$ cat src/rtl/cache_flush_controller_pkg.sv
// Shared cache-system types for the flush controller and its clients.
package CacheSystemTypes;

  // Upper bound on the number of flush clients one controller can serve.
  localparam int unsigned FLUSH_CHANNEL_NUM_MAX = 8;

  typedef enum logic [1:0] {
    IDLE     = 2'd0,
    ACTIVE   = 2'd1,
    COMPLETE = 2'd2
  } FlushCtrlState;

  typedef logic [FLUSH_CHANNEL_NUM_MAX-1:0] FlushChannelVec;

endpackage

$ cat src/rtl/cache_flush_controller_picker.sv
// Combinational lowest-set-bit picker; output is one-hot or all zero.
module flush_priority_picker #(
  parameter int unsigned WIDTH = 2
) (
  input  logic [WIDTH-1:0] reqVec,
  output logic [WIDTH-1:0] grantVec
);

  // Two's-complement trick: x & -x keeps only the lowest set bit.
  assign grantVec = reqVec & (~reqVec + WIDTH'(1));

endmodule

$ cat src/rtl/cache_flush_controller.sv
// Multi-channel cache flush coordinator with ordered/parallel modes and a
// no-progress timeout. flushStartAck is the only combinational output.
module cache_flush_controller
  import CacheSystemTypes::*;
#(
  parameter int unsigned NUM_CHANNELS   = 2,
  parameter int unsigned ORDERED        = 1,
  parameter int unsigned TIMEOUT_CYCLES = 1024
) (
  input  logic                    clk,
  input  logic                    rst,
  input  logic                    flushStart,
  input  logic [NUM_CHANNELS-1:0] flushMask,
  output logic                    flushStartAck,
  output logic                    flushBusy,
  output logic [NUM_CHANNELS-1:0] flushReq,
  input  logic [NUM_CHANNELS-1:0] flushReqAck,
  input  logic [NUM_CHANNELS-1:0] flushDone,
  output logic                    flushComplete,
  output logic                    flushTimedOut
);

  localparam int unsigned CntW        = (TIMEOUT_CYCLES > 0) ? $clog2(TIMEOUT_CYCLES + 1) : 1;
  localparam int unsigned TimeoutLast = (TIMEOUT_CYCLES > 0) ? TIMEOUT_CYCLES - 1 : 0;
  localparam logic [CntW-1:0] CntMax  = {CntW{1'b1}};

  FlushCtrlState           state;
  logic [NUM_CHANNELS-1:0] remaining;
  logic [NUM_CHANNELS-1:0] acked;
  logic [CntW-1:0]         toCnt;

  logic [NUM_CHANNELS-1:0] pickNow;
  logic [NUM_CHANNELS-1:0] pickNext;
  logic [NUM_CHANNELS-1:0] eligible;
  logic [NUM_CHANNELS-1:0] eligNext;
  logic [NUM_CHANNELS-1:0] ackAcc;
  logic [NUM_CHANNELS-1:0] doneAcc;
  logic [NUM_CHANNELS-1:0] remNext;
  logic [NUM_CHANNELS-1:0] ackedNext;
  logic [NUM_CHANNELS-1:0] reqNext;
  logic                    progress;
  logic                    timeoutHit;

  flush_priority_picker #(.WIDTH(NUM_CHANNELS)) pickNowI (
    .reqVec   (remaining),
    .grantVec (pickNow)
  );

  flush_priority_picker #(.WIDTH(NUM_CHANNELS)) pickNextI (
    .reqVec   (remNext),
    .grantVec (pickNext)
  );

  // Acceptance is decided in IDLE from the live request so the ack lands in the same cycle.
  assign flushStartAck = (state == IDLE) && flushStart && !rst;

  // Handshake qualification and next-cycle channel bookkeeping.
  always_comb begin
    eligible   = (ORDERED != 0) ? pickNow : remaining;
    ackAcc     = '0;
    doneAcc    = '0;
    remNext    = remaining;
    ackedNext  = acked;
    if (state == ACTIVE) begin
      ackAcc    = flushReq & flushReqAck;
      doneAcc   = eligible & (acked | ackAcc) & flushDone;
      remNext   = remaining & ~doneAcc;
      ackedNext = acked | ackAcc;
    end else if (state == IDLE) begin
      remNext   = flushMask;
      ackedNext = '0;
    end
    eligNext   = (ORDERED != 0) ? pickNext : remNext;
    reqNext    = eligNext & ~ackedNext;
    progress   = (ackAcc != '0) || (doneAcc != '0);
    timeoutHit = (TIMEOUT_CYCLES != 0) && !progress && (toCnt == CntW'(TimeoutLast));
  end

  // Flush sequencing FSM with registered outputs.
  always_ff @(posedge clk) begin
    if (rst) begin
      state         <= IDLE;
      remaining     <= '0;
      acked         <= '0;
      toCnt         <= '0;
      flushBusy     <= 1'b0;
      flushReq      <= '0;
      flushComplete <= 1'b0;
      flushTimedOut <= 1'b0;
    end else begin
      flushComplete <= 1'b0;
      case (state)
        IDLE: begin
          flushReq  <= '0;
          flushBusy <= 1'b0;
          if (flushStart) begin
            remaining     <= remNext;
            acked         <= '0;
            toCnt         <= '0;
            flushTimedOut <= 1'b0;
            flushBusy     <= 1'b1;
            if (flushMask == '0) begin
              state         <= COMPLETE;
              flushComplete <= 1'b1;
            end else begin
              state    <= ACTIVE;
              flushReq <= reqNext;
            end
          end
        end
        ACTIVE: begin
          remaining <= remNext;
          acked     <= ackedNext;
          if (progress) begin
            toCnt <= '0;
          end else if (toCnt != CntMax) begin
            toCnt <= toCnt + CntW'(1);
          end
          if (timeoutHit) begin
            state         <= COMPLETE;
            flushComplete <= 1'b1;
            flushTimedOut <= 1'b1;
            flushReq      <= '0;
          end else if (remNext == '0) begin
            state         <= COMPLETE;
            flushComplete <= 1'b1;
            flushReq      <= '0;
          end else begin
            flushReq <= reqNext;
          end
        end
        COMPLETE: begin
          state     <= IDLE;
          flushBusy <= 1'b0;
          flushReq  <= '0;
        end
        default: begin
          state     <= IDLE;
          flushBusy <= 1'b0;
          flushReq  <= '0;
        end
      endcase
    end
  end

endmodule

$ cat config.mk
export PLATFORM = sky130hd
export DESIGN_NAME = cache_flush_controller
export DESIGN_NICKNAME = d
export VERILOG_FILES = /design/src/rtl/cache_flush_controller_pkg.sv /design/src/rtl/cache_flush_controller_picker.sv /design/src/rtl/cache_flush_controller.sv
export SDC_FILE = /design/constraint.sdc
export NUM_CORES = 1
export LEC_CHECK = 0
export ABC_AREA = 1
export CORE_AREA = 2 2 60 62
export DETAILED_ROUTE_END_ITERATION = 7
export DIE_AREA = 0 0 62 64
export MAX_ROUTING_LAYER = met4
export PLACE_DENSITY_LB_ADDON = 0.15
export REMOVE_ABC_BUFFERS = 1
export SLEW_MARGIN = 10
export SYNTH_ARGS = -nofsm -noshare
export SYNTH_HDL_FRONTEND = slang
export SYNTH_HIERARCHICAL = 1
export SYNTH_SLANG_ARGS = --single-unit
$ cat constraint.sdc
create_clock -name clk -period 4.81 [get_ports clk]
set_clock_uncertainty 0.2 [all_clocks]
set_input_delay 0.962 -clock clk [delete_from_list [all_inputs] [get_ports clk]]
set_output_delay 0.962 -clock clk [all_outputs]
set_load 0.01 [all_outputs]
Word level (Yosys, flattened, before mapping)
Cells that the tools add are included.
{"block": "word_totals", "input_bits": 9, "reg_bits": 22, "wordCells": 80, "out_inout_bits": 6}
{"block": "classes", "add_sub_neg": 3, "n_mux": 34, "reduce_logical": 16, "bitwise": 12, "eq_ne": 7}
{"op": "2-to-1 mux 11 bit", "n": 3}
{"op": "2-to-1 mux 2 bit", "n": 16}
{"op": "one-hot mux 11 bit (2 select lines)", "n": 1}
{"op": "one-hot mux 2 bit (2 select lines)", "n": 4}
{"op": "AND 2 bit", "n": 7}
{"op": "adder 11 x 1 -> 11 bit, second input constant", "n": 1}
{"op": "== test 11 x 10 -> 1 bit, second input constant", "n": 1}
{"op": "inequality test 11 bit, second input constant", "n": 1}
{"op": "inverter 2 bit", "n": 4}
{"op": "2-to-1 mux 1 bit", "n": 7}
{"op": "zero test 2 bit", "n": 3}
{"op": "inequality test 3 x 2 -> 1 bit, second input constant", "n": 2}
{"op": "one-hot mux 1 bit (2 select lines)", "n": 3}
{"op": "AND reduction 3 bit", "n": 2}
{"op": "nonzero test 2 bit", "n": 3}
{"op": "adder 2 x 1 -> 2 bit, second input constant", "n": 2}
{"op": "inequality test 2 bit, second input constant", "n": 2}
{"op": "AND reduction 2 bit", "n": 2}
{"op": "logical AND 1 bit", "n": 3}
{"op": "== test 2 x 1 -> 1 bit, second input constant", "n": 1}
{"op": "zero test 1 bit", "n": 2}
{"op": "OR 2 bit", "n": 1}
{"op": "logical OR 1 bit", "n": 1}

Longest topological paths before layout
Gate-level depths: netlist of the first run.
{"block": "depth", "word_depth": 15, "ltp_mapped": 11, "ltp_nobuf": 11}

Modules after synthesis
Netlist of the first run, hierarchy kept.
{"mod": "cache_flush_controller", "area_per_inst_um2": 1224.9, "n_inst": 1, "seq_area_each_um2": 440.4, "cells_per_inst": 174}
{"mod": "flush_priority_picker", "area_per_inst_um2": 17.5, "n_inst": 2, "seq_area_each_um2": 0.0, "cells_per_inst": 3}

Least setup slack after synthesis of the first run
No wires, ideal clock.
{"block": "synth_timing", "path_kind": "input -> output", "start": "input port rst", "end": "output port flushStartAck", "n_path_buf": 1, "cell_stages": 2, "t_required_ns": 3.648, "slack_ns": 2.313, "arrival_ns": 1.335, "cell_sequence": "clkbuf_1 -> nor2_1"}
{"block": "synth_via", "elab_chain_cells": 2}
{"item": "start, declared", "line": "cache_flush_controller.sv:11", "source": "input logic rst,"}
{"item": "zero test 1 bit", "line": "cache_flush_controller.sv:55", "source": "assign flushStartAck = (state == IDLE) && flushStart && !rst;"}
{"item": "logical AND 1 bit", "line": "cache_flush_controller.sv:55"}
{"item": "end, declared", "line": "cache_flush_controller.sv:14", "source": "output logic flushStartAck,"}
Every way passes these cells.

Worst setup path in the final report of the first run
Ends and elaborated chain as after synthesis.

==> reports/qor.yml, run 1 <==
grt:
  antenna_found_initial: 0
  grt_max_degree: 13
  grt_use_total_pct: 16.0
  gr-total-overflow: 0
  first_global_vias: 1118
  grt_pass1_wl_mm: 4.79
yosys:
  mappedNetlistArea_mm2: 0.00126
  ys_warn_count: 6
  synth-seq-cells: 22
  netlist_instances: 180
  synthAdderAreaFrac_pct: 0.993
  synth_xor_area_share_pct: 0.695
  yosysSeqAreaShare_pct: 35.0
  synth-compound-area-share_pct: 11.7
  syn_avg_cell_area_um2: 7.00
  yosys.area_share.simple_pct: 41.7
  synth_top_family_by_area: "simple AND/OR/NAND/NOR gates"
  muxShareOfSynthArea_pct: 0
  yosysUniqueCellTypes: 27
detailed_routing:
  wl_mm: 2.67
  vias: 1126
  antenna_left: 0
  dr.first_iter.drc_count: 61
  dr.pass1.iters: 4
  drc: 0
  viasPerCell: 4.69
  wire_per_inst_um: 11.1
floorplan:
  rows: 21
  floorplan.die_area_mm2: 0.00397
  die_x_um: 62
  die_h_um: 64
  io_pins: 15
  core_area_mm2: 0.00328
  start_util_pct: 38.4
power_and_ir_drop:
  finalPower_uw: 374
  cellLeakagePower_nw: 0.633
  p_per_area_mw_per_mm2: 256
  vdd_drop_max_uv: 98.2
cts:
  numCtsBuffers: 3
  clkTransAtPathRegs_ns: 0.12
  ctsRootBufferMaster: "clkbuf_4"
  cts.path.max_buffers: 2
  htree_num_levels: 1
  cts_tree: "yes"
  clk_latency_ns: 0.30
  cts_hold_buf: 0
  postCtsResizedCells: 0
  numClockSinks: 22
  post_cts_buffers: 0
timing:
  post-route-min-period_ns: 3.50
  setup-tns-final_ns: 0
  hold_viol_final: 0
  worstMarginPinSlew_ns: 0.448
  max_freq_mhz: 286
  setup_violations: 0
  slew_viol_final: 0
  fin_crit_sh_pct: 72.8
  slew_headroom_pct: 70.1
  rsz0062_at_grt: "no"
critical_path:
  path_class: "in2out"
  rr_startpoint: "toCnt[0]$_SDFFE_PP0P_"
  worstPathArrival_ns: 2.34
  cp-end-kind: "output port"
  start_kind: "input port"
  path_max_fanout: 12
  cp.required_ns: 3.65
  worstSetupStartpoint: "rst"
layout:
  final_nets: 206
  drive_gt1_share_pct: 12.9
  syn_to_final_growth_pct: 16.0
  antenna_cells: 0
run:
  cap_violations: 0
run_status:
  status: "finished, final reports clean"
placement:
  port_buffers: 14
  gp_congestion: 0.826
  hpwl_mm: 2.14
worst_hold_path:
  min_from: "flushTimedOut$_SDFFE_PP0P_"
  hp-class: "reg2reg"
kinds of logic (layout without fill, tap and decap cells):
logic type | after synthesis | after routing
adder cells (fa/ha/maj) | 1 | 1
buffers and inverters | 30 | 44
XOR/XNOR | 1 | 1
AO/OA/AOI/OAI | 28 | 28
AND/OR/NAND/NOR | 98 | 98
flip-flops | 22 | 22
synthesized netlist by cell type:
| cell | count | area, um2 |
|---|---|---|
| or2_2 | 1 | 6.26 |
| clkinv_4 | 1 | 8.76 |
| nand4_1 | 3 | 18.8 |
| nand3_2 | 1 | 10.0 |
| dfxtp_1 | 22 | 440 |
| nand2_4 | 5 | 56.3 |
| a21oi_1 | 18 | 90.1 |
| and2_1 | 2 | 12.5 |
| o21ai_0 | 7 | 35.0 |
| nor2_4 | 2 | 22.5 |
| nand2_1 | 35 | 131 |
| nor2_2 | 3 | 18.8 |
| clkbuf_1 | 1 | 3.75 |
| nand3_1 | 15 | 75.1 |
| buf_4 | 2 | 15.0 |
| inv_1 | 25 | 93.8 |
| ha_1 | 1 | 12.5 |
| nor3_1 | 3 | 15.0 |
| nand2_2 | 5 | 31.3 |
| o211a_1 | 1 | 10.0 |
| nand4_4 | 2 | 42.5 |
| nor3_2 | 1 | 10.0 |
| nor2_1 | 20 | 75.1 |
| o21ai_1 | 1 | 5.00 |
| o211ai_1 | 1 | 7.51 |
| inv_2 | 1 | 3.75 |
| xor2_1 | 1 | 8.76 |
critical path, cell delays in order:
cell	delay, ns
clkdlybuf4s50_1	0.63
nor2_1	0.20
clkdlybuf4s50_1	0.55
metal layers:
metal	up-vias	global-route usage, %	part of all wire, %
met3	2	3.04	3.0
li1	610	-	-
met5	-	-	0
met4	0	4.79	0.86
met1	498	20.7	47
met2	16	25.0	49
report_power, final:
part	leakage [nW]	switching, mW	internal, mW
Sequential	0.179	0.00885	0.191
Combinational	0.440	0.0563	0.0346
Clock	0.0138	0.0533	0.0292
cell usage in the layout, fill, tap and decap left out, drive strengths merged:
| cell | netlist | final |
|---|---|---|
| dfxtp | 22 | 22 |
| o211ai | 1 | 1 |
| inv | 26 | 26 |
| a21oi | 18 | 18 |
| clkbuf | 1 | 3 |
| nand2 | 45 | 45 |
| nor2 | 25 | 25 |
| o21ai | 8 | 8 |
| xor2 | 1 | 1 |
| or2 | 1 | 1 |
| nand4 | 5 | 5 |
| ha | 1 | 1 |
| and2 | 2 | 2 |
| nand3 | 16 | 16 |
| o211a | 1 | 1 |
| nor3 | 4 | 4 |
| clkinv | 1 | 1 |
| clkdlybuf4s50 | 0 | 14 |
sequential cells by signal (all words and copies together), names as in the netlist:
name / cells
flushReq: 2
toCnt: 11
flushBusy: 1
acked: 2
remaining: 2
flushTimedOut: 1
state: 2
flushComplete: 1
layout make-up:
cell class,instances,area [um2]
timing repair buffer,14,140
multi-input combinational,128,694
inverter,27,106
sequential,22,440
clock buffer,3,22.5
fill,377,1820
tap,46,57.6
worst paths after layout:
path | end | slack (ns) | cells past startpoint
max | flushStartAck | 1.31 | 3
min | flushTimedOut$_SDFFE_PP0P_ | 0.27 | 2
max reg2reg | toCnt[4]$_SDFFE_PP0P_ | 2.97 | 8
min reg2reg | flushTimedOut$_SDFFE_PP0P_ | 0.27 | 2
stage by stage:
step | setup slack [ns] | util, % | instance area (um2) | hold slack, ns | instances
finish | 1.31 | 44.5 | 1460 | 0.275 | 240
global route | 1.22 | 44.5 | 1460 | 0.313 | 240
CTS | 1.31 | 44.5 | 1460 | 0.280 | 240
detailed placement | 1.31 | 43.8 | 1440 | 0.262 | 237
global placement | 1.32 | 43.8 | 1440 | 0.254 | 237
floorplan | 2.43 | - | 1240 | 0.235 | 177
Power figures use the tool's default switching activity.
==> run 2, diff against run 1 <==
Clock period 4.81 ns to 3.1 ns, I/O delays scaled along.
==> run 2 against run 1 <==
Combinational power increased by 55%. Sequential cell count unchanged. Die area did not move. Via count fell by 0.36%. Sequential share of layout area is 0.43 points lower. Cell count grew 0.83%. Critical path depth grew 1. Largest power group unchanged.
==> reports/qor.yml, run 2 (same netlist as run 1, synthesis figures left out) <==
layout:
  final_common_cell: "nand2_1"
  largest_register: "toCnt"
  syn_to_final_growth_pct: 17.7
  fillers: 368  # -2.4%
  antenna_cells: 0  # unchanged
  final_cell_mix: "nand2_1, inv_1, dfxtp_1"
  drive_gt1_share_pct: 13.8  # +0.89 points
  largest_reg_flops: 11  # unchanged
  stdcell_area_mm2: 0.00148  # +1.5%
  final_nets: 207  # +0.49%
  utilization_pct: 45.1  # +0.65 points
critical_path:
  slowest_stage: "clkdlybuf4s50_1"
  path_max_fanout: 5  # -7
  path_depth: 4  # +1
  worstPathArrival_ns: 1.91  # -0.43 ns
  cp_slowest_stage_delay_ns: 0.54  # -0.09 ns
  path_class: "in2out"
  crit_family: "buffers and inverters"
  r2r_cells: 8  # unchanged
  crit_chain: "clkdlybuf4s50_1 > nand2_2 > nor2_1 > clkdlybuf4s50_1"
  cp_common_cell: "clkdlybuf4s50_1"
  path_buf_inv: 2  # unchanged
  cp.required_ns: 2.28  # -1.37 ns
  start_kind: "input port"
  cp-end-kind: "output port"
detailed_routing:
  vias: 1122  # -0.36%
  antenna_left: 0  # unchanged
  drc: 0  # unchanged
  wl_mm: 2.56  # -4.5%
  dr.first_iter.drc_count: 64  # +4.9%
  viasPerCell: 4.64  # -1.2%
  wire_per_inst_um: 10.6  # -5.2%
  dr.pass1.iters: 4  # unchanged
placement:
  port_buffers: 14  # unchanged
  hpwl_mm: 2.02  # -5.2%
  postPlaceCellArea_mm2: 0.00145  # +0.52%
  gp_congestion: 0.808  # -2.2%
worst_hold_path:
  hp-class: "reg2reg"
  hold_depth: 2  # unchanged
timing:
  slew_headroom_pct: 80.0  # +9.9 points
  max_freq_mhz: 366
  setup-tns-final_ns: 0  # unchanged
  setup_violations: 0  # unchanged
  worstMarginPinSlew_ns: 0.300  # -0.148 ns
  rsz0062_at_grt: "no"
  fin_crit_sh_pct: 88.1
  post-route-min-period_ns: 2.73
  hold_viol_final: 0  # unchanged
  slew_viol_final: 0  # unchanged
grt:
  grt_max_degree: 13  # unchanged
  gr-total-overflow: 0  # unchanged
  grt_pass1_wl_mm: 4.45  # -7.1%
  first_global_vias: 1051  # -6.0%
  grt_use_total_pct: 15.2  # -0.82 points
  antenna_found_initial: 0  # unchanged
cts:
  clk_latency_ns: 0.32  # +0.02 ns
  numCtsBuffers: 3  # unchanged
  cts_hold_buf: 0  # unchanged
  htree_num_levels: 1  # unchanged
  clkTransAtPathRegs_ns: 0.12  # about the same
  cts_tree: "yes"
  post_cts_buffers: 0  # unchanged
  postCtsResizedCells: 0  # unchanged
  ctsRootBufferMaster: "clkbuf_4"
  cts.path.max_buffers: 2  # unchanged
  numClockSinks: 22  # unchanged
floorplan:
  rows: 21  # unchanged
  die_h_um: 64  # unchanged
  die_x_um: 62  # unchanged
  core_area_mm2: 0.00328  # unchanged
  floorplan.die_area_mm2: 0.00397  # unchanged
  start_util_pct: 38.4  # unchanged
  io_pins: 15  # unchanged
power_and_ir_drop:
  p_per_area_mw_per_mm2: 413  # +62%
  vdd_drop_max_uv: 140  # +42%
  cellLeakagePower_nw: 0.645  # +1.9%
  finalPower_uw: 613  # +64%
run_status:
  status: "finished, final reports clean"
run:
  cap_violations: 0  # unchanged
-- run 2: worst paths after layout --
check | endpoint | from | slack (ns)
setup / recovery | flushStartAck | flushStart | 0.37
setup reg to reg | toCnt[4]$_SDFFE_PP0P_ | toCnt[0]$_SDFFE_PP0P_ | 1.29
hold reg to reg | flushTimedOut$_SDFFE_PP0P_ | flushTimedOut$_SDFFE_PP0P_ | 0.27
hold / removal | flushTimedOut$_SDFFE_PP0P_ | flushTimedOut$_SDFFE_PP0P_ | 0.27
-- run 2: where the power goes --
group          switching [mW]  internal, mW
Sequential             0.0134         0.297
Clock                  0.0892        0.0719
Combinational          0.0864        0.0546
-- run 2: layout make-up --
class                      instances  area [um2]  share of cell area, %
clock buffer                       4        36.3                   2.45
sequential                        22         440                   29.7
multi-input combinational        128         694                   46.8
tap                               46        57.6                   3.88
timing repair buffer              15         148                   9.96
inverter                          27         106                   7.17
-- run 2: layer usage --
layer | up-vias | global-route usage [%] | share of wire [%]
met2 | 16 | 22.5 | 48
met5 | - | - | 0
li1 | 611 | - | -
met1 | 490 | 19.9 | 47
met4 | 0 | 6.38 | 2.1
met3 | 5 | 3.04 | 3.1
-- run 2: per-stage QoR --
step | setup slack (ns) | hold slack, ns | instances
after global placement | 0.374 | 0.254 | 238
final | 0.370 | 0.274 | 242
after floorplan | 1.40 | 0.235 | 177
after global routing | 0.278 | 0.291 | 242
after detailed placement | 0.366 | 0.260 | 238
after CTS | 0.361 | 0.278 | 242
-- run 2: tightest hold or removal path: cells and delay by family (launching register included) --
kind	cells	cell delay, ns
and+or+nand+nor	1	0.06
AOI/OAI and AO/OA	1	0.05
DFF	1	0.33
==> run 3, diff against run 2 <==
Settings changed: HOLD_SLACK_MARGIN set to 0.02.
==> results of run 3 <==
The final DEF is identical to that of run 2; final timing and power are the same.
